<file path="config.mk">
export PLATFORM = sky130hd
export DESIGN_NAME = control_seq_flat
export DESIGN_NICKNAME = d
export VERILOG_FILES = /design/src/rtl/control_seq_if.sv /design/src/rtl/control_seq.sv /design/src/flat_wrapper.sv
export SDC_FILE = /design/constraint.sdc
export NUM_CORES = 1
export LEC_CHECK = 0
export BUFFER_PORTS_ARGS = -buffer_cell sky130_fd_sc_hd__buf_2
export CAP_MARGIN = 30
export CORE_MARGIN = 4
export CORE_UTILIZATION = 50
export CTS_BUF_LIST = sky130_fd_sc_hd__clkbuf_8
export CTS_CLUSTER_DIAMETER = 150
export DETAILED_ROUTE_END_ITERATION = 7
export PLACE_DENSITY = 0.87
export REMOVE_ABC_BUFFERS = 1
export SYNTH_ARGS = -nofsm -noshare
export SYNTH_HDL_FRONTEND = slang
export SYNTH_SLANG_ARGS = --single-unit
</file>
<file path="constraint.sdc">
create_clock -name clk -period 3.7 [get_ports clk]
set_input_delay 0.555 -clock clk [delete_from_list [all_inputs] [get_ports clk]]
set_output_delay 0.555 -clock clk [all_outputs]
set_load 0.01 [all_outputs]
</file>
<file path="src/rtl/control_seq_if.sv">
// -----------------------------------------------------------------------------
// control_seq_if
//
// Purpose:
//   Bundles the instruction fields, the ALU flags and every control strobe /
//   mux select exchanged between the multi-cycle datapath and the control
//   sequencer (control_seq).
//
// Signals:
//   opcode[5:0], funct[5:0]  instruction register fields   (datapath -> ctrl)
//   zero, overflow           ALU flags, combinational       (datapath -> ctrl)
//   alusrca                  ALU A select: 0=PC, 1=A        (ctrl -> datapath)
//   alusrcb[1:0]             ALU B select: 0=rt, 1=4, 2=SE, 3=SE<<2
//   aluop[2:0]               000=ADD, 001=SUB, 010=FUNCT
//   pc_write, pc_write_cond, iord, mem_write, ir_write,
//   reg_write, reg_dst, mem_to_reg, epc_write   1-bit strobes
//   pc_source[1:0]           0=ALU, 1=ALUOut, 2=jump, 3=exception vector
//   state_out[3:0]           current sequencer state code
//
// Modports:
//   master : datapath side (drives instruction fields and flags)
//   slave  : control sequencer side (drives strobes and selects)
// -----------------------------------------------------------------------------
interface control_seq_if;

    logic [5:0] opcode;
    logic [5:0] funct;
    logic       zero;
    logic       overflow;

    logic       alusrca;
    logic [1:0] alusrcb;
    logic [2:0] aluop;
    logic       pc_write;
    logic       pc_write_cond;
    logic       iord;
    logic       mem_write;
    logic       ir_write;
    logic       reg_write;
    logic       reg_dst;
    logic       mem_to_reg;
    logic       epc_write;
    logic [1:0] pc_source;
    logic [3:0] state_out;

    modport master (
        output opcode,
        output funct,
        output zero,
        output overflow,
        input  alusrca,
        input  alusrcb,
        input  aluop,
        input  pc_write,
        input  pc_write_cond,
        input  iord,
        input  mem_write,
        input  ir_write,
        input  reg_write,
        input  reg_dst,
        input  mem_to_reg,
        input  epc_write,
        input  pc_source,
        input  state_out
    );

    modport slave (
        input  opcode,
        input  funct,
        input  zero,
        input  overflow,
        output alusrca,
        output alusrcb,
        output aluop,
        output pc_write,
        output pc_write_cond,
        output iord,
        output mem_write,
        output ir_write,
        output reg_write,
        output reg_dst,
        output mem_to_reg,
        output epc_write,
        output pc_source,
        output state_out
    );

endinterface

</file>
<file path="src/rtl/control_seq.sv">
// -----------------------------------------------------------------------------
// control_seq
//
// Purpose:
//   Multi-cycle MIPS-style control sequencer. A Moore FSM walks each
//   instruction through FETCH / DECODE / execute / memory / write-back states
//   and drives the datapath strobes and mux selects from the current state and
//   a small memory wait counter.
//
// Parameters:
//   MEM_LATENCY  cycles per memory access (legal range 1..7, default 2)
//
// Ports:
//   clk    single clock, all state changes on its rising edge
//   reset  asynchronous, active-low; while low the FSM sits in FETCH with the
//          wait counter cleared and every output (including selects) is 0
//   bus    control_seq_if.slave: instruction fields and ALU flags in,
//          control strobes, mux selects and state_out out
//
// Optional feature:
//   OVERFLOW_TRAP_EN  when defined, an ALU overflow during EXEC_R (add/sub
//                     funct codes) or EXEC_I diverts to the EXC state instead
//                     of the write-back state, so no register write happens.
//                     When undefined, overflow is ignored.
//
// State codes: FETCH=0 DECODE=1 EXEC_R=2 WB_R=3 EXEC_I=4 WB_I=5 MEM_ADDR=6
//              MEM_RD=7 WB_MEM=8 MEM_WR=9 BRANCH=10 JUMP=11 EXC=12;
//              codes 13..15 recover to FETCH with all strobes low.
// -----------------------------------------------------------------------------
module control_seq #(
    parameter int MEM_LATENCY = 2
) (
    input  logic          clk,
    input  logic          reset,
    control_seq_if.slave  bus
);

    // ---------------------------------------------------------------------
    // State codes
    // ---------------------------------------------------------------------
    localparam logic [3:0] S_FETCH    = 4'd0;
    localparam logic [3:0] S_DECODE   = 4'd1;
    localparam logic [3:0] S_EXEC_R   = 4'd2;
    localparam logic [3:0] S_WB_R     = 4'd3;
    localparam logic [3:0] S_EXEC_I   = 4'd4;
    localparam logic [3:0] S_WB_I     = 4'd5;
    localparam logic [3:0] S_MEM_ADDR = 4'd6;
    localparam logic [3:0] S_MEM_RD   = 4'd7;
    localparam logic [3:0] S_WB_MEM   = 4'd8;
    localparam logic [3:0] S_MEM_WR   = 4'd9;
    localparam logic [3:0] S_BRANCH   = 4'd10;
    localparam logic [3:0] S_JUMP     = 4'd11;
    localparam logic [3:0] S_EXC      = 4'd12;

    // ---------------------------------------------------------------------
    // Instruction decode constants
    // ---------------------------------------------------------------------
    localparam logic [5:0] OP_RTYPE = 6'h00;
    localparam logic [5:0] OP_ADDI  = 6'h08;
    localparam logic [5:0] OP_LW    = 6'h23;
    localparam logic [5:0] OP_SW    = 6'h2B;
    localparam logic [5:0] OP_BEQ   = 6'h04;
    localparam logic [5:0] OP_J     = 6'h02;

`ifdef OVERFLOW_TRAP_EN
    localparam logic [5:0] FUNCT_ADD = 6'h20;
    localparam logic [5:0] FUNCT_SUB = 6'h22;
`endif

    // ALU operation and mux-select encodings
    localparam logic [2:0] ALU_ADD   = 3'b000;
    localparam logic [2:0] ALU_SUB   = 3'b001;
    localparam logic [2:0] ALU_FUNCT = 3'b010;

    localparam logic [1:0] SRCB_RT   = 2'd0;
    localparam logic [1:0] SRCB_FOUR = 2'd1;
    localparam logic [1:0] SRCB_SE   = 2'd2;
    localparam logic [1:0] SRCB_SESH = 2'd3;

    localparam logic [1:0] PCS_ALU    = 2'd0;
    localparam logic [1:0] PCS_ALUOUT = 2'd1;
    localparam logic [1:0] PCS_JUMP   = 2'd2;
    localparam logic [1:0] PCS_EXC    = 2'd3;

    // Counter value on the final cycle of a memory access.
    localparam logic [2:0] LAST_CNT = 3'(MEM_LATENCY - 1);

    // ---------------------------------------------------------------------
    // State and wait counter
    // ---------------------------------------------------------------------
    logic [3:0] state_reg;
    logic [3:0] state_next;
    logic [2:0] cnt_reg;
    logic [2:0] cnt_next;

    logic is_mem_state;
    logic mem_last;

    // FETCH, MEM_RD and MEM_WR are the states that wait on memory.
    assign is_mem_state = (state_reg == S_FETCH) ||
                          (state_reg == S_MEM_RD) ||
                          (state_reg == S_MEM_WR);

    // '>=' rather than '==' so an out-of-range count can never stall a state.
    assign mem_last = is_mem_state && (cnt_reg >= LAST_CNT);

`ifdef OVERFLOW_TRAP_EN
    // Only add/sub can overflow among the R-type operations.
    logic r_overflow;
    assign r_overflow = bus.overflow &&
                        ((bus.funct == FUNCT_ADD) || (bus.funct == FUNCT_SUB));

    // zero is consumed by the datapath (pc_write_cond AND zero), not here.
    logic unused_inputs;
    assign unused_inputs = &{1'b0, bus.zero};
`else
    // Without the trap, overflow and funct have no effect on sequencing;
    // zero is always consumed datapath-side.
    logic unused_inputs;
    assign unused_inputs = &{1'b0, bus.zero, bus.overflow, bus.funct};
`endif

    // ---------------------------------------------------------------------
    // Process 1: state register
    // ---------------------------------------------------------------------
    always_ff @(posedge clk or negedge reset) begin
        if (!reset) begin
            state_reg <= S_FETCH;
            cnt_reg   <= 3'd0;
        end else begin
            state_reg <= state_next;
            cnt_reg   <= cnt_next;
        end
    end

    // ---------------------------------------------------------------------
    // Process 2: next-state logic
    // ---------------------------------------------------------------------
    always_comb begin
        state_next = S_FETCH;
        case (state_reg)
            S_FETCH: begin
                state_next = mem_last ? S_DECODE : S_FETCH;
            end
            S_DECODE: begin
                case (bus.opcode)
                    OP_RTYPE:      state_next = S_EXEC_R;
                    OP_ADDI:       state_next = S_EXEC_I;
                    OP_LW, OP_SW:  state_next = S_MEM_ADDR;
                    OP_BEQ:        state_next = S_BRANCH;
                    OP_J:          state_next = S_JUMP;
                    default:       state_next = S_EXC;
                endcase
            end
            S_EXEC_R: begin
`ifdef OVERFLOW_TRAP_EN
                state_next = r_overflow ? S_EXC : S_WB_R;
`else
                state_next = S_WB_R;
`endif
            end
            S_WB_R: begin
                state_next = S_FETCH;
            end
            S_EXEC_I: begin
`ifdef OVERFLOW_TRAP_EN
                state_next = bus.overflow ? S_EXC : S_WB_I;
`else
                state_next = S_WB_I;
`endif
            end
            S_WB_I: begin
                state_next = S_FETCH;
            end
            S_MEM_ADDR: begin
                // Only lw and sw reach here; anything other than lw is a store.
                state_next = (bus.opcode == OP_LW) ? S_MEM_RD : S_MEM_WR;
            end
            S_MEM_RD: begin
                state_next = mem_last ? S_WB_MEM : S_MEM_RD;
            end
            S_WB_MEM: begin
                state_next = S_FETCH;
            end
            S_MEM_WR: begin
                state_next = mem_last ? S_FETCH : S_MEM_WR;
            end
            S_BRANCH: begin
                state_next = S_FETCH;
            end
            S_JUMP: begin
                state_next = S_FETCH;
            end
            S_EXC: begin
                state_next = S_FETCH;
            end
            default: begin
                // Unused codes 13..15 recover to FETCH.
                state_next = S_FETCH;
            end
        endcase
    end

    // Wait counter: counts up inside a memory state and is zero whenever a
    // state is entered. Every memory state exits exactly on its last count,
    // so the counter saturates at LAST_CNT and never wraps.
    always_comb begin
        cnt_next = 3'd0;
        if (is_mem_state && !mem_last) begin
            cnt_next = cnt_reg + 3'd1;
        end
    end

    // ---------------------------------------------------------------------
    // Process 3: Moore output logic
    // ---------------------------------------------------------------------
    // Outputs are additionally qualified by reset so that an asynchronous
    // reset in the middle of a write or fetch drops the strobes within the
    // same cycle, independent of what the state register is showing.
    always_comb begin
        bus.alusrca       = 1'b0;
        bus.alusrcb       = SRCB_RT;
        bus.aluop         = ALU_ADD;
        bus.pc_write      = 1'b0;
        bus.pc_write_cond = 1'b0;
        bus.iord          = 1'b0;
        bus.mem_write     = 1'b0;
        bus.ir_write      = 1'b0;
        bus.reg_write     = 1'b0;
        bus.reg_dst       = 1'b0;
        bus.mem_to_reg    = 1'b0;
        bus.epc_write     = 1'b0;
        bus.pc_source     = PCS_ALU;
        bus.state_out     = 4'd0;

        if (reset) begin
            bus.state_out = state_reg;
            case (state_reg)
                S_FETCH: begin
                    // iord stays 0 (instruction address is the PC). The IR
                    // load and PC+4 update happen only on the final cycle so
                    // the IR captures settled memory data.
                    if (mem_last) begin
                        bus.ir_write  = 1'b1;
                        bus.pc_write  = 1'b1;
                        bus.alusrca   = 1'b0;
                        bus.alusrcb   = SRCB_FOUR;
                        bus.aluop     = ALU_ADD;
                        bus.pc_source = PCS_ALU;
                    end
                end
                S_DECODE: begin
                    // Precompute the branch target PC + (SE<<2).
                    bus.alusrca = 1'b0;
                    bus.alusrcb = SRCB_SESH;
                    bus.aluop   = ALU_ADD;
                end
                S_EXEC_R: begin
                    bus.alusrca = 1'b1;
                    bus.alusrcb = SRCB_RT;
                    bus.aluop   = ALU_FUNCT;
                end
                S_WB_R: begin
                    bus.reg_write  = 1'b1;
                    bus.reg_dst    = 1'b1;
                    bus.mem_to_reg = 1'b0;
                end
                S_EXEC_I: begin
                    bus.alusrca = 1'b1;
                    bus.alusrcb = SRCB_SE;
                    bus.aluop   = ALU_ADD;
                end
                S_WB_I: begin
                    bus.reg_write = 1'b1;
                    bus.reg_dst   = 1'b0;
                end
                S_MEM_ADDR: begin
                    bus.alusrca = 1'b1;
                    bus.alusrcb = SRCB_SE;
                    bus.aluop   = ALU_ADD;
                end
                S_MEM_RD: begin
                    bus.iord = 1'b1;
                end
                S_WB_MEM: begin
                    bus.reg_write  = 1'b1;
                    bus.reg_dst    = 1'b0;
                    bus.mem_to_reg = 1'b1;
                end
                S_MEM_WR: begin
                    bus.iord      = 1'b1;
                    bus.mem_write = 1'b1;
                end
                S_BRANCH: begin
                    // Compare rs - rt; the datapath gates the PC load with zero.
                    bus.alusrca       = 1'b1;
                    bus.alusrcb       = SRCB_RT;
                    bus.aluop         = ALU_SUB;
                    bus.pc_write_cond = 1'b1;
                    bus.pc_source     = PCS_ALUOUT;
                end
                S_JUMP: begin
                    bus.pc_write  = 1'b1;
                    bus.pc_source = PCS_JUMP;
                end
                S_EXC: begin
                    bus.epc_write = 1'b1;
                    bus.pc_write  = 1'b1;
                    bus.pc_source = PCS_EXC;
                end
                default: begin
                    // Codes 13..15: all strobes stay low.
                end
            endcase
        end
    end

endmodule

</file>
<file path="src/flat_wrapper.sv">
// flat-port wrapper written by rule: the top's interface ports become plain ports
module control_seq_flat 
#(
    parameter int MEM_LATENCY = 2
)
  (clk, reset, bus_opcode, bus_funct, bus_zero, bus_overflow, bus_alusrca, bus_alusrcb, bus_aluop, bus_pc_write, bus_pc_write_cond, bus_iord, bus_mem_write, bus_ir_write, bus_reg_write, bus_reg_dst, bus_mem_to_reg, bus_epc_write, bus_pc_source, bus_state_out);
  control_seq_if bus_i ();
  input  logic clk;
  input  logic reset;
  input wire logic [$bits(bus_i.opcode)-1:0] bus_opcode;
  input wire logic [$bits(bus_i.funct)-1:0] bus_funct;
  input wire logic [$bits(bus_i.zero)-1:0] bus_zero;
  input wire logic [$bits(bus_i.overflow)-1:0] bus_overflow;
  output wire logic [$bits(bus_i.alusrca)-1:0] bus_alusrca;
  output wire logic [$bits(bus_i.alusrcb)-1:0] bus_alusrcb;
  output wire logic [$bits(bus_i.aluop)-1:0] bus_aluop;
  output wire logic [$bits(bus_i.pc_write)-1:0] bus_pc_write;
  output wire logic [$bits(bus_i.pc_write_cond)-1:0] bus_pc_write_cond;
  output wire logic [$bits(bus_i.iord)-1:0] bus_iord;
  output wire logic [$bits(bus_i.mem_write)-1:0] bus_mem_write;
  output wire logic [$bits(bus_i.ir_write)-1:0] bus_ir_write;
  output wire logic [$bits(bus_i.reg_write)-1:0] bus_reg_write;
  output wire logic [$bits(bus_i.reg_dst)-1:0] bus_reg_dst;
  output wire logic [$bits(bus_i.mem_to_reg)-1:0] bus_mem_to_reg;
  output wire logic [$bits(bus_i.epc_write)-1:0] bus_epc_write;
  output wire logic [$bits(bus_i.pc_source)-1:0] bus_pc_source;
  output wire logic [$bits(bus_i.state_out)-1:0] bus_state_out;
  assign bus_i.opcode = bus_opcode;
  assign bus_i.funct = bus_funct;
  assign bus_i.zero = bus_zero;
  assign bus_i.overflow = bus_overflow;
  assign bus_alusrca = bus_i.alusrca;
  assign bus_alusrcb = bus_i.alusrcb;
  assign bus_aluop = bus_i.aluop;
  assign bus_pc_write = bus_i.pc_write;
  assign bus_pc_write_cond = bus_i.pc_write_cond;
  assign bus_iord = bus_i.iord;
  assign bus_mem_write = bus_i.mem_write;
  assign bus_ir_write = bus_i.ir_write;
  assign bus_reg_write = bus_i.reg_write;
  assign bus_reg_dst = bus_i.reg_dst;
  assign bus_mem_to_reg = bus_i.mem_to_reg;
  assign bus_epc_write = bus_i.epc_write;
  assign bus_pc_source = bus_i.pc_source;
  assign bus_state_out = bus_i.state_out;
  control_seq #(.MEM_LATENCY(MEM_LATENCY)) u_core (.clk(clk), .reset(reset), .bus(bus_i));
endmodule
</file>
* After elaboration in Yosys (flattened, before gate mapping)
Cells that the tools add are included.
Word-level totals: register bits 7
Operators by class: reductions and logical operators 13, equality and inequality tests 17, muxes and demuxes 36, order comparisons 1, add/sub/neg operators 1
Operator list (count):
- $pmux W4 S7 | 1
- $mux W1 | 22
- $eq A4 B4 Y1 const B | 5
- $pmux W4 S5 | 1
- $eq A4 B3 Y1 const B | 4
- $mux W4 | 4
- $eq A6 B6 Y1 const B | 2
- $pmux W2 S3 | 2
- $eq A4 B2 Y1 const B | 2
- $reduce_or A2 Y1 | 4
- $eq A6 B2 Y1 const B | 1
- $eq A6 B3 Y1 const B | 1
- $eq A6 B4 Y1 const B | 1
- $logic_not A6 Y1 | 1
- $mux W3 | 2
- $eq A4 B1 Y1 const B | 1
- $logic_not A4 Y1 | 1
- $mux W2 | 2
- $pmux W2 S2 | 1
- $reduce_or A4 Y1 | 1
- $add A3 B1 Y3 const B | 1
- $ge A3 B1 Y1 const B | 1
- $reduce_or A3 Y1 | 1
- $logic_and A1 B1 Y1 | 2
- 3 further kinds | 4

* Logic depth before layout (Yosys ltp)
Gate-level depths: netlist of run 1.
word-level depth 7, gate-level depth with buffers 6, gate-level depth less buffers 6

* Worst setup path before layout of run 1
No wires, ideal clock.
path type input to output, from input port reset, to output port bus_pc_write, slack 1608 ps, data required time 3145 ps, cell stages on the path 4, arrival time 1537 ps, cells stage by stage inv_1 > or3_1 > nor4_1 > or2_1
Between the ends: cells in the longest elaborated chain, start to end 1
RTL lines:
- start: declaration | RTL line flat_wrapper.sv:9 | input logic reset;
- $mux W1 | RTL line control_seq.sv:236 | if (reset) begin
- end: declaration | RTL line flat_wrapper.sv:17 | output wire logic [$bits(bus_i.pc_write)-1:0] bus_pc_write;
Every way passes these cells.

* Worst setup path after layout of run 1
from register u_core.state_reg[0], to output port bus_pc_write
Between the ends: cells in the longest elaborated chain, start to end 7
RTL lines:
- start: declaration | RTL line control_seq.sv:91 | logic [3:0] state_reg;
- start signal: assignment | RTL line control_seq.sv:131 | state_reg <= state_next;
- $eq A4 B3 Y1 / $logic_not A4 Y1 (equally long branches) | RTL line control_seq.sv:101, control_seq.sv:100, control_seq.sv:238
- $logic_or A1 B1 Y1 | RTL line control_seq.sv:100 | assign is_mem_state = (state_reg == S_FETCH) ||
- $logic_or A1 B1 Y1 | RTL line control_seq.sv:101 | (state_reg == S_MEM_RD) ||
- $logic_and A1 B1 Y1 | RTL line control_seq.sv:105 | assign mem_last = is_mem_state && (cnt_reg >= LAST_CNT);
- $mux W1 | RTL line control_seq.sv:243 | if (mem_last) begin
- $pmux W1 S2 (*) | RTL line control_seq.sv:238 | case (state_reg)
- $mux W1 (*) | RTL line control_seq.sv:236
Mark *: on every way between the ends. The rest lies on a longest branch, timed or not.

==> results.ini, run 1 <==
[status]
status=finished clean

[floorplan]
die_h_um=46.16
row_count=13
die_area_um2=2131
die_x_um=46.16
core_area_um2=1334
initial_core_util_pct=54.60
pin_count=37

[placed_design]
gp_congestion=0.8398
dpl.hpwl_mm=1.366
dp_cells=128
placed_area_um2=844.6
pre_cts_ws_ns=1.374
portBuffers=27

[sta]
finalHoldViolCount=0
timing.hold.ws_ns=0.1942
slew_violations=0
rsz0062_at_grt=false
slew_headroom_pct=59.74
fin_skew_ns=0.002793
fin_crit_sh_pct=64.09
period_needed_ns=2.371
finalSetupViolCount=0
fin_tns_setup_ns=0
tightest_slew_ns=0.6040
setup_ws_ns=1.329
fmax_mhz=421.7

[cts]
tritoncts=built
hold_buffers=0
cts_sinks=7
h-tree-depth=1
postCtsResizedCells=0
clk_latency_ns=0.22
postCtsSetupRepairBufs=0
clockRootBuffer=clkbuf_8
cts-buffers-inserted=3
path_clk_slew_ns=0.04
cts.path.max_buffers=2

[job]
cap_viol_max_count=0

[global_route]
grtUsageTotal_pct=19.68
busiest_layer=met2
grt_use_met1_pct=25.24
use_met2_pct=31.59
grt_pass1_wl_mm=3.098
antenna_found_initial=0
gr-total-overflow=0
use_met3_pct=2.344
grt_start_max_net_pins=23
grt_pass1_vias=695

[worst_setup_path]
cp_max_fo=22
r2r-start=u_core.cnt_reg[1]
cp-start-kind=flip-flop
critPathLaunch=u_core.state_reg[0]
rrSetupSlack_ns=2.00
r2r-end=u_core.state_reg[0]
crit_arrival_ns=1.82
cp.required_ns=3.14
worstSetupPathType=flip-flop to primary output
cp-end-kind=primary output
r2r_cells=6
crit_end=bus_pc_write

[yosys]
ys_ff_latch=7
ys_seq_area_share_pct=24.05
yosys-top-cells-count=nor2_1, dfrtp_1, a21oi_1, inv_1, nand2_1
yosys.cell_types.count=41
ys.flop_type=dfrtp_1
synth_cells=93
async_reset_ff_share_pct=100.0
syn_avg_cell_area_um2=7.830
synth_edf_count=0
synth.cell_area_um2=728.2
post-synth-top-count-cell=nor2_1
synth.largest_area_cell=dfrtp_1
netlist.area_leader.share_pct=24.05
synthTopCellsByArea=dfrtp_1, nor2_1, a21oi_1
ys_warn_count=0

[routing]
drc=0
drtAntennaViolNets=0
first_pass_iters=4
vias=770
dr.first_iter.drc_count=19
wl_per_cell_um=13.34
routed_wl_mm=1.761
vias_per_cell=5.833

[layout]
layout.nets=136
largest_reg_flops=4
syn2layout_area_growth_pct=22.16
layout-drive-gt1-share_pct=30.77
design_area_um2=889.6
layoutNonFillerInstCount=132
n_antenna_cell=0

[pwr]
powerDensity_nw_per_um2=690.7
vdd_drop_max_mv=0.4147
p_leak_nw=0.4382

[min_path]
hold_class=input port to async pin

power breakdown:
group          switching [W]  internal, W
Combinational       0.000167     0.000158
Sequential         0.0000863     0.000101
Clock              0.0000307    0.0000715
Total               0.000284     0.000331
per-layer routing:
layer  wire [µm]  vias to the layer above
li1            -                      383
met3         144                        2
met5           0                        -
met4          16                        0
met2         861                       27
met1         739                      358
per-stage QoR:
step / utilization (%) / total power (W)
CTS: 66.70 / 0.0006192
global placement: 63.32 / 0.0004976
global route: 66.70 / 0.0006799
finish: 66.70 / 0.0006145
detailed placement: 63.32 / 0.0005142
floorplan: - / 0.0004105
logic make-up after synthesis:
family,synth area share (%)
compound gates,20.96
xor+xnor,3.609
flops,24.06
other cells,0.5150
buf+inv,8.246
fa+ha+maj,3.436
simple gates,39.17
area by class of cell:
cell class              instances  area [µm²]
multi-input cells              73       493.0
fillers                       121       444.2
flip-flops and latches          7       175.2
repair buffers                 27       135.1
clock buffers                   3       41.29
inverters                       6       22.52
well taps                      15       18.77
clock inverters                 1       3.754
worst min-delay path by stage:
stage                          end  cells past startpoint  slack, ns
2_1_floorplan    u_core.cnt_reg[0]                      0       0.26
3_5_place_dp   u_core.state_reg[2]                      1       0.43
6_report       u_core.state_reg[0]                      1       0.19
4_1_cts        u_core.state_reg[0]                      1       0.20
5_1_grt          u_core.cnt_reg[2]                      1       0.20
3_3_place_gp   u_core.state_reg[0]                      1       0.43
placed cells by master (no fill, tap or decap), types with 2 or more instances in the layout:
| master | count |
|---|---|
| buf_2 | 27 |
| nor2_1 | 9 |
| inv_1 | 7 |
| dfrtp_1 | 7 |
| nand2_1 | 6 |
| a21oi_1 | 6 |
| nand3_1 | 4 |
| xnor2_1 | 3 |
| nand2b_1 | 3 |
| nor3_1 | 3 |
| nor4_1 | 3 |
| clkbuf_8 | 3 |
| nor2b_1 | 2 |
| o21ai_0 | 2 |
| nor3b_1 | 2 |
| nand3b_1 | 2 |
| a211o_1 | 2 |
| or3_1 | 2 |
| a2111oi_0 | 2 |
| ha_1 | 2 |
worst max-delay path, cell delays in order (launching register included):
cell      delay, ns
dfrtp_1        0.59
nand2b_1       0.28
or2_2          0.31
a21oi_1        0.17
or2_1          0.12
buf_2          0.12
Note: power is estimated with default switching activity, not from simulation.
==> inputs of run 2 (changes only) <==
--- a/config.mk
+++ b/config.mk
@@ -5,14 +5,15 @@
 export SDC_FILE = /design/constraint.sdc
 export NUM_CORES = 1
 export LEC_CHECK = 0
+export ABC_AREA = 1
 export BUFFER_PORTS_ARGS = -buffer_cell sky130_fd_sc_hd__buf_2
 export CAP_MARGIN = 30
 export CORE_MARGIN = 4
-export CORE_UTILIZATION = 50
+export CORE_UTILIZATION = 41
 export CTS_BUF_LIST = sky130_fd_sc_hd__clkbuf_8
 export CTS_CLUSTER_DIAMETER = 150
 export DETAILED_ROUTE_END_ITERATION = 7
-export PLACE_DENSITY = 0.87
+export PLACE_DENSITY = 0.77
 export REMOVE_ABC_BUFFERS = 1
 export SYNTH_ARGS = -nofsm -noshare
 export SYNTH_HDL_FRONTEND = slang
==> constraint.sdc (replaced) <==
create_clock -name clk -period 2 [get_ports clk]
set_input_delay 0.3 -clock clk [delete_from_list [all_inputs] [get_ports clk]]
set_output_delay 0.3 -clock clk [all_outputs]
set_load 0.01 [all_outputs]
==> results.ini, run 2 <==
[worst_setup_path]
cp_common_cell=a21oi_1
r2r-end=u_core.state_reg[0]
cp_max_fo=6
critical_path.top_delay_family=flip-flops
cp-start-kind=flip-flop
r2r-start=u_core.cnt_reg[0]
rrSetupSlack_ns=0.60
crit_buf_inv=2
cp-end-kind=primary output
worstSetupPathType=flip-flop to primary output
crit_slowest_cell=dfrtp_1
crit_arrival_ns=1.47
cpPeakStageDelay_ns=0.42
cp_cell_sequence=nor2_1 -> inv_1 -> nor3_1 -> a21oi_1 -> a21oi_1 -> buf_2
r2r_cells=7
cp.required_ns=1.70

[floorplan]
initial_core_util_pct=44.86
row_count=14
die_area_um2=2430
die_h_um=49.30
die_x_um=49.30
pin_count=37
core_area_um2=1559

[yosys]
yosys.cell_types.count=23
ys_warn_count=0
post-synth-top-count-cell=nor2_1
yosys-top-cells-count=nor2_1, nand2_1, inv_1, nand3_1
synth.cell_area_um2=699.4
ys_seq_area_share_pct=25.04
synth_cells=122
ys.flop_type=dfrtp_1
async_reset_ff_share_pct=100.0
synth.largest_area_cell=dfrtp_1
synthTopCellsByArea=dfrtp_1, nor2_1, nand2_1
syn_avg_cell_area_um2=5.733
synth_edf_count=0
netlist.area_leader.share_pct=25.04
ys_ff_latch=7

[sta]
timing.hold.ws_ns=0.4024
fin_tns_setup_ns=0
slew_violations=0
finalHoldViolCount=0
setup_ws_ns=0.2266
finalSetupViolCount=0
fmax_mhz=563.9
rsz0062_at_grt=false
period_needed_ns=1.773
fin_crit_sh_pct=88.67
fin_skew_ns=0.002552

[cts]
tritoncts=built
postCtsSetupRepairBufs=0
clockRootBuffer=clkbuf_8
h-tree-depth=1
cts.path.max_buffers=2
cts-buffers-inserted=3
cts_sinks=7
postCtsResizedCells=0
clk_latency_ns=0.22
path_clk_slew_ns=0.04

[placed_design]
gp_congestion=0.8236
dpl.hpwl_mm=1.358
pre_cts_ws_ns=0.4698
portBuffers=27

[routing]
vias=805
first_pass_iters=4
drc=0
dr.first_iter.drc_count=19
vias_per_cell=4.792
drtAntennaViolNets=0
routed_wl_mm=1.651
wl_per_cell_um=9.827

[layout]
largest_reg_flops=4
layout-drive-gt1-share_pct=24.34
n_antenna_cell=0
layout.nets=171
layout_common_cells=nor2_1, buf_2, nand2_1
syn2layout_area_growth_pct=28.44
fillers=169
post-route-util_pct=57.62

[pwr]
p_leak_nw=0.5944
powerDensity_nw_per_um2=1073
fin_total_pwr_w=0.0009638
vdd_drop_max_mv=0.8010

[global_route]
gr-total-overflow=0
grtUsageTotal_pct=14.42
grt_pass1_wl_mm=2.829
antenna_found_initial=0
grt_start_max_net_pins=12
grt_pass1_vias=715

[min_path]
worstHoldStart=bus_opcode[3]
hold-path-cell-count=3
min_to=u_core.state_reg[3]
hold_class=input port to flip-flop

[status]
status=finished clean

[job]
cap_viol_max_count=0

run 2: changes by cell type after synthesis, moves of 3 or more:
cell,before,now
buf_2,3,0
inv_1,6,22
nand2_1,6,26
nand2b_1,3,0
nand3_1,4,9
nand4_1,0,3
nor2_1,9,27
run 2: repair_timing:
action | in CTS | in global routing
hold buffers | 1 | 0
endpoints found under the setup margin | 0 | 0
endpoints found under the hold margin | 7 | 0
run 2: cells by family after synthesis:
logic type      synth area share, %
flops                         25.05
compound gates                9.482
buf+inv                       14.49
simple gates                  45.62
xor+xnor                      1.252
fa+ha+maj                     3.577
other cells                  0.5362
run 2: area by class of cell:
| cell class | count | area [µm²] | area share [%] |
|---|---|---|---|
| clock buffers | 3 | 41.29 | 4.596 |
| clock inverters | 1 | 3.754 | 0.4178 |
| inverters | 24 | 90.09 | 10.03 |
| multi-input cells | 89 | 422.9 | 47.08 |
| flip-flops and latches | 7 | 175.2 | 19.50 |
| well taps | 16 | 20.02 | 2.228 |
| repair buffers | 28 | 145.1 | 16.16 |
run 2: worst max path at each step:
stage	from	end	slack, ns	depth (start not counted)
2_1_floorplan	u_core.state_reg[3]	bus_reg_write	0.53	3
4_1_cts	u_core.state_reg[1]	bus_pc_write	0.22	6
5_1_grt	u_core.state_reg[3]	bus_alusrcb[0]	0.08	6
6_report	u_core.state_reg[1]	bus_pc_write	0.23	6
3_5_place_dp	u_core.state_reg[1]	bus_pc_write	0.47	6
3_3_place_gp	u_core.state_reg[1]	bus_pc_write	0.46	6
run 2: power breakdown:
part	internal [W]	leakage, nW	switching, W
logic	0.000184	0.475	0.000351
registers	0.000187	0.0930	0.0000532
clock network	0.000132	0.0269	0.0000569
run 2: routing by layer:
| layer | track usage [%] | vias to the layer above | share of wire, % |
|---|---|---|---|
| met5 | 0 | - | 0 |
| met4 | 5.687 | 0 | 0 |
| met3 | 1.835 | 0 | 5.9 |
| met2 | 26.12 | 22 | 49 |
| met1 | 16.88 | 345 | 45 |
| li1 | - | 438 | - |
run 2: per-stage QoR:
step,instance area [µm²],std cells
after floorplan,688.2,120
after global placement,843.3,163
after detailed placement,843.3,163
after CTS,898.4,168
after global routing,898.4,168
final,898.4,168
run 2: worst register-to-register path, stage by stage, from the launching register on:
cell and delay (ns):
dfrtp_1 0.40, ha_1 0.21, nor2_1 0.08, nand3_1 0.15
nand2_1 0.17, nand3_1 0.09, nor2_1 0.10, nand3_1 0.08
==> inputs of run 3 (changes only) <==
--- a/config.mk
+++ b/config.mk
@@ -6,7 +6,7 @@
 export NUM_CORES = 1
 export LEC_CHECK = 0
 export ABC_AREA = 1
-export BUFFER_PORTS_ARGS = -buffer_cell sky130_fd_sc_hd__buf_2
+export BUFFER_PORTS_ARGS = -buffer_cell sky130_fd_sc_hd__buf_4
 export CAP_MARGIN = 30
 export CORE_MARGIN = 4
 export CORE_UTILIZATION = 41
==> results.ini, run 3 (synthesis gave the netlist of run 2 again) <==
[pwr]
powerDensity_nw_per_um2=1051
vdd_drop_max_mv=0.7135
p_leak_nw=0.5987
fin_total_pwr_w=0.001017

[worst_setup_path]
worstSetupPathType=flip-flop to primary output
cp_cell_sequence=nor2_1 -> inv_1 -> nor3_1 -> a21oi_1 -> a21oi_1 -> buf_4
r2r_cells=7
rrSetupSlack_ns=0.61
cp-start-kind=flip-flop
r2r-start=u_core.cnt_reg[0]
cp.required_ns=1.70
crit_arrival_ns=1.49
cpPeakStageDelay_ns=0.43
crit_slowest_cell=dfrtp_1
cp-end-kind=primary output
cp_max_fo=6
cp_common_cell=a21oi_1
r2r-end=u_core.state_reg[0]

[floorplan]
die_h_um=49.30
die_area_um2=2430
die_x_um=49.30
core_area_um2=1559
pin_count=37
row_count=14
initial_core_util_pct=44.86

[routing]
routed_wl_mm=1.664
vias=808
first_pass_iters=4
vias_per_cell=4.810
dr.first_iter.drc_count=6
wl_per_cell_um=9.905
drtAntennaViolNets=0
drc=0

[sta]
period_needed_ns=1.790
slew_violations=0
fmax_mhz=558.5
finalSetupViolCount=0
finalHoldViolCount=0
rsz0062_at_grt=false
fin_tns_setup_ns=0
fin_skew_ns=0.0006595
fin_crit_sh_pct=89.52

[cts]
hold_buffers=1
cts.path.max_buffers=2
cts-buffers-inserted=3
path_clk_slew_ns=0.04
postCtsSetupRepairBufs=0
clk_latency_ns=0.22
h-tree-depth=1
clockRootBuffer=clkbuf_8
tritoncts=built
cts_sinks=7
postCtsResizedCells=0

[layout]
layout_common_cells=nor2_1, buf_4, nand2_1
syn2layout_area_growth_pct=38.28
n_antenna_cell=0
layout.nets=171
largest_reg_flops=4
fillers=158
layout-drive-gt1-share_pct=25.00

[placed_design]
portBuffers=27
gp_congestion=0.8526
dpl.hpwl_mm=1.398

[global_route]
grt_start_max_net_pins=12
grt_pass1_wl_mm=3.015
antenna_found_initial=0
grt_pass1_vias=759
grtUsageTotal_pct=15.43
gr-total-overflow=0

[min_path]
hold-path-cell-count=3
min_to=u_core.state_reg[3]
worstHoldStart=bus_opcode[3]
hold_class=input port to flip-flop

[status]
status=finished clean

[job]
cap_viol_max_count=0

==> run 3: power by group <==
part / leakage, nW / switching (W) / internal (W)
sequential: 0.0930 / 0.0000557 / 0.000187
clock: 0.0255 / 0.0000625 / 0.000135
combinational: 0.480 / 0.000355 / 0.000222
==> run 3: routing by layer <==
metal	global-route usage [%]	part of all wire, %	vias up	wire length (µm)
met5	0	0	-	0
met4	2.844	0.72	0	12
met2	27.23	46	30	760
met3	4.587	7.7	2	128
met1	18.35	46	338	762
li1	-	-	438	-
==> run 3: final cells by class <==
cell class | instances | area, µm² | share of cell area (%)
Multi-Input combinational cell | 89 | 422.9 | 43.73
Timing Repair Buffer | 28 | 212.7 | 21.99
Sequential cell | 7 | 175.2 | 18.11
Inverter | 24 | 90.09 | 9.314
Clock buffer | 3 | 41.29 | 4.269
Tap cell | 16 | 20.02 | 2.070
Clock inverter | 1 | 5.005 | 0.5175
==> run 3: per-stage QoR <==
step	instance area, µm²	util (%)	hold WS (ns)	cells	setup WS (ns)
final	967.2	62.04	0.3845	168	0.2095
after global routing	967.2	62.04	0.4302	168	0.02437
after global placement	910.9	58.43	0.1339	163	0.4502
after floorplan	688.2	-	0.004409	120	0.5305
after CTS	967.2	62.04	0.3862	168	0.1913
after detailed placement	910.9	58.43	0.1372	163	0.4391
==> run 3: worst max path at each step <==
stage               cells past startpoint  slack [ns]       endpoint                 from
floorplan                               3        0.53  bus_reg_write  u_core.state_reg[3]
finish                                  6        0.21   bus_pc_write  u_core.state_reg[1]
global route                            6        0.02   bus_pc_write  u_core.state_reg[1]
global placement                        6        0.45   bus_pc_write  u_core.state_reg[1]
CTS                                     6        0.19   bus_pc_write  u_core.state_reg[1]
detailed placement                      6        0.44   bus_pc_write  u_core.state_reg[1]
==> run 3: worst max-delay path, delay by kind of cell (launching register included) <==
family                 cells  cell delay (ns)
flip-flops                 1             0.43
AND/OR/NAND/NOR            2             0.40
AO/OA/AOI/OAI              2             0.23
buffers and inverters      2             0.21
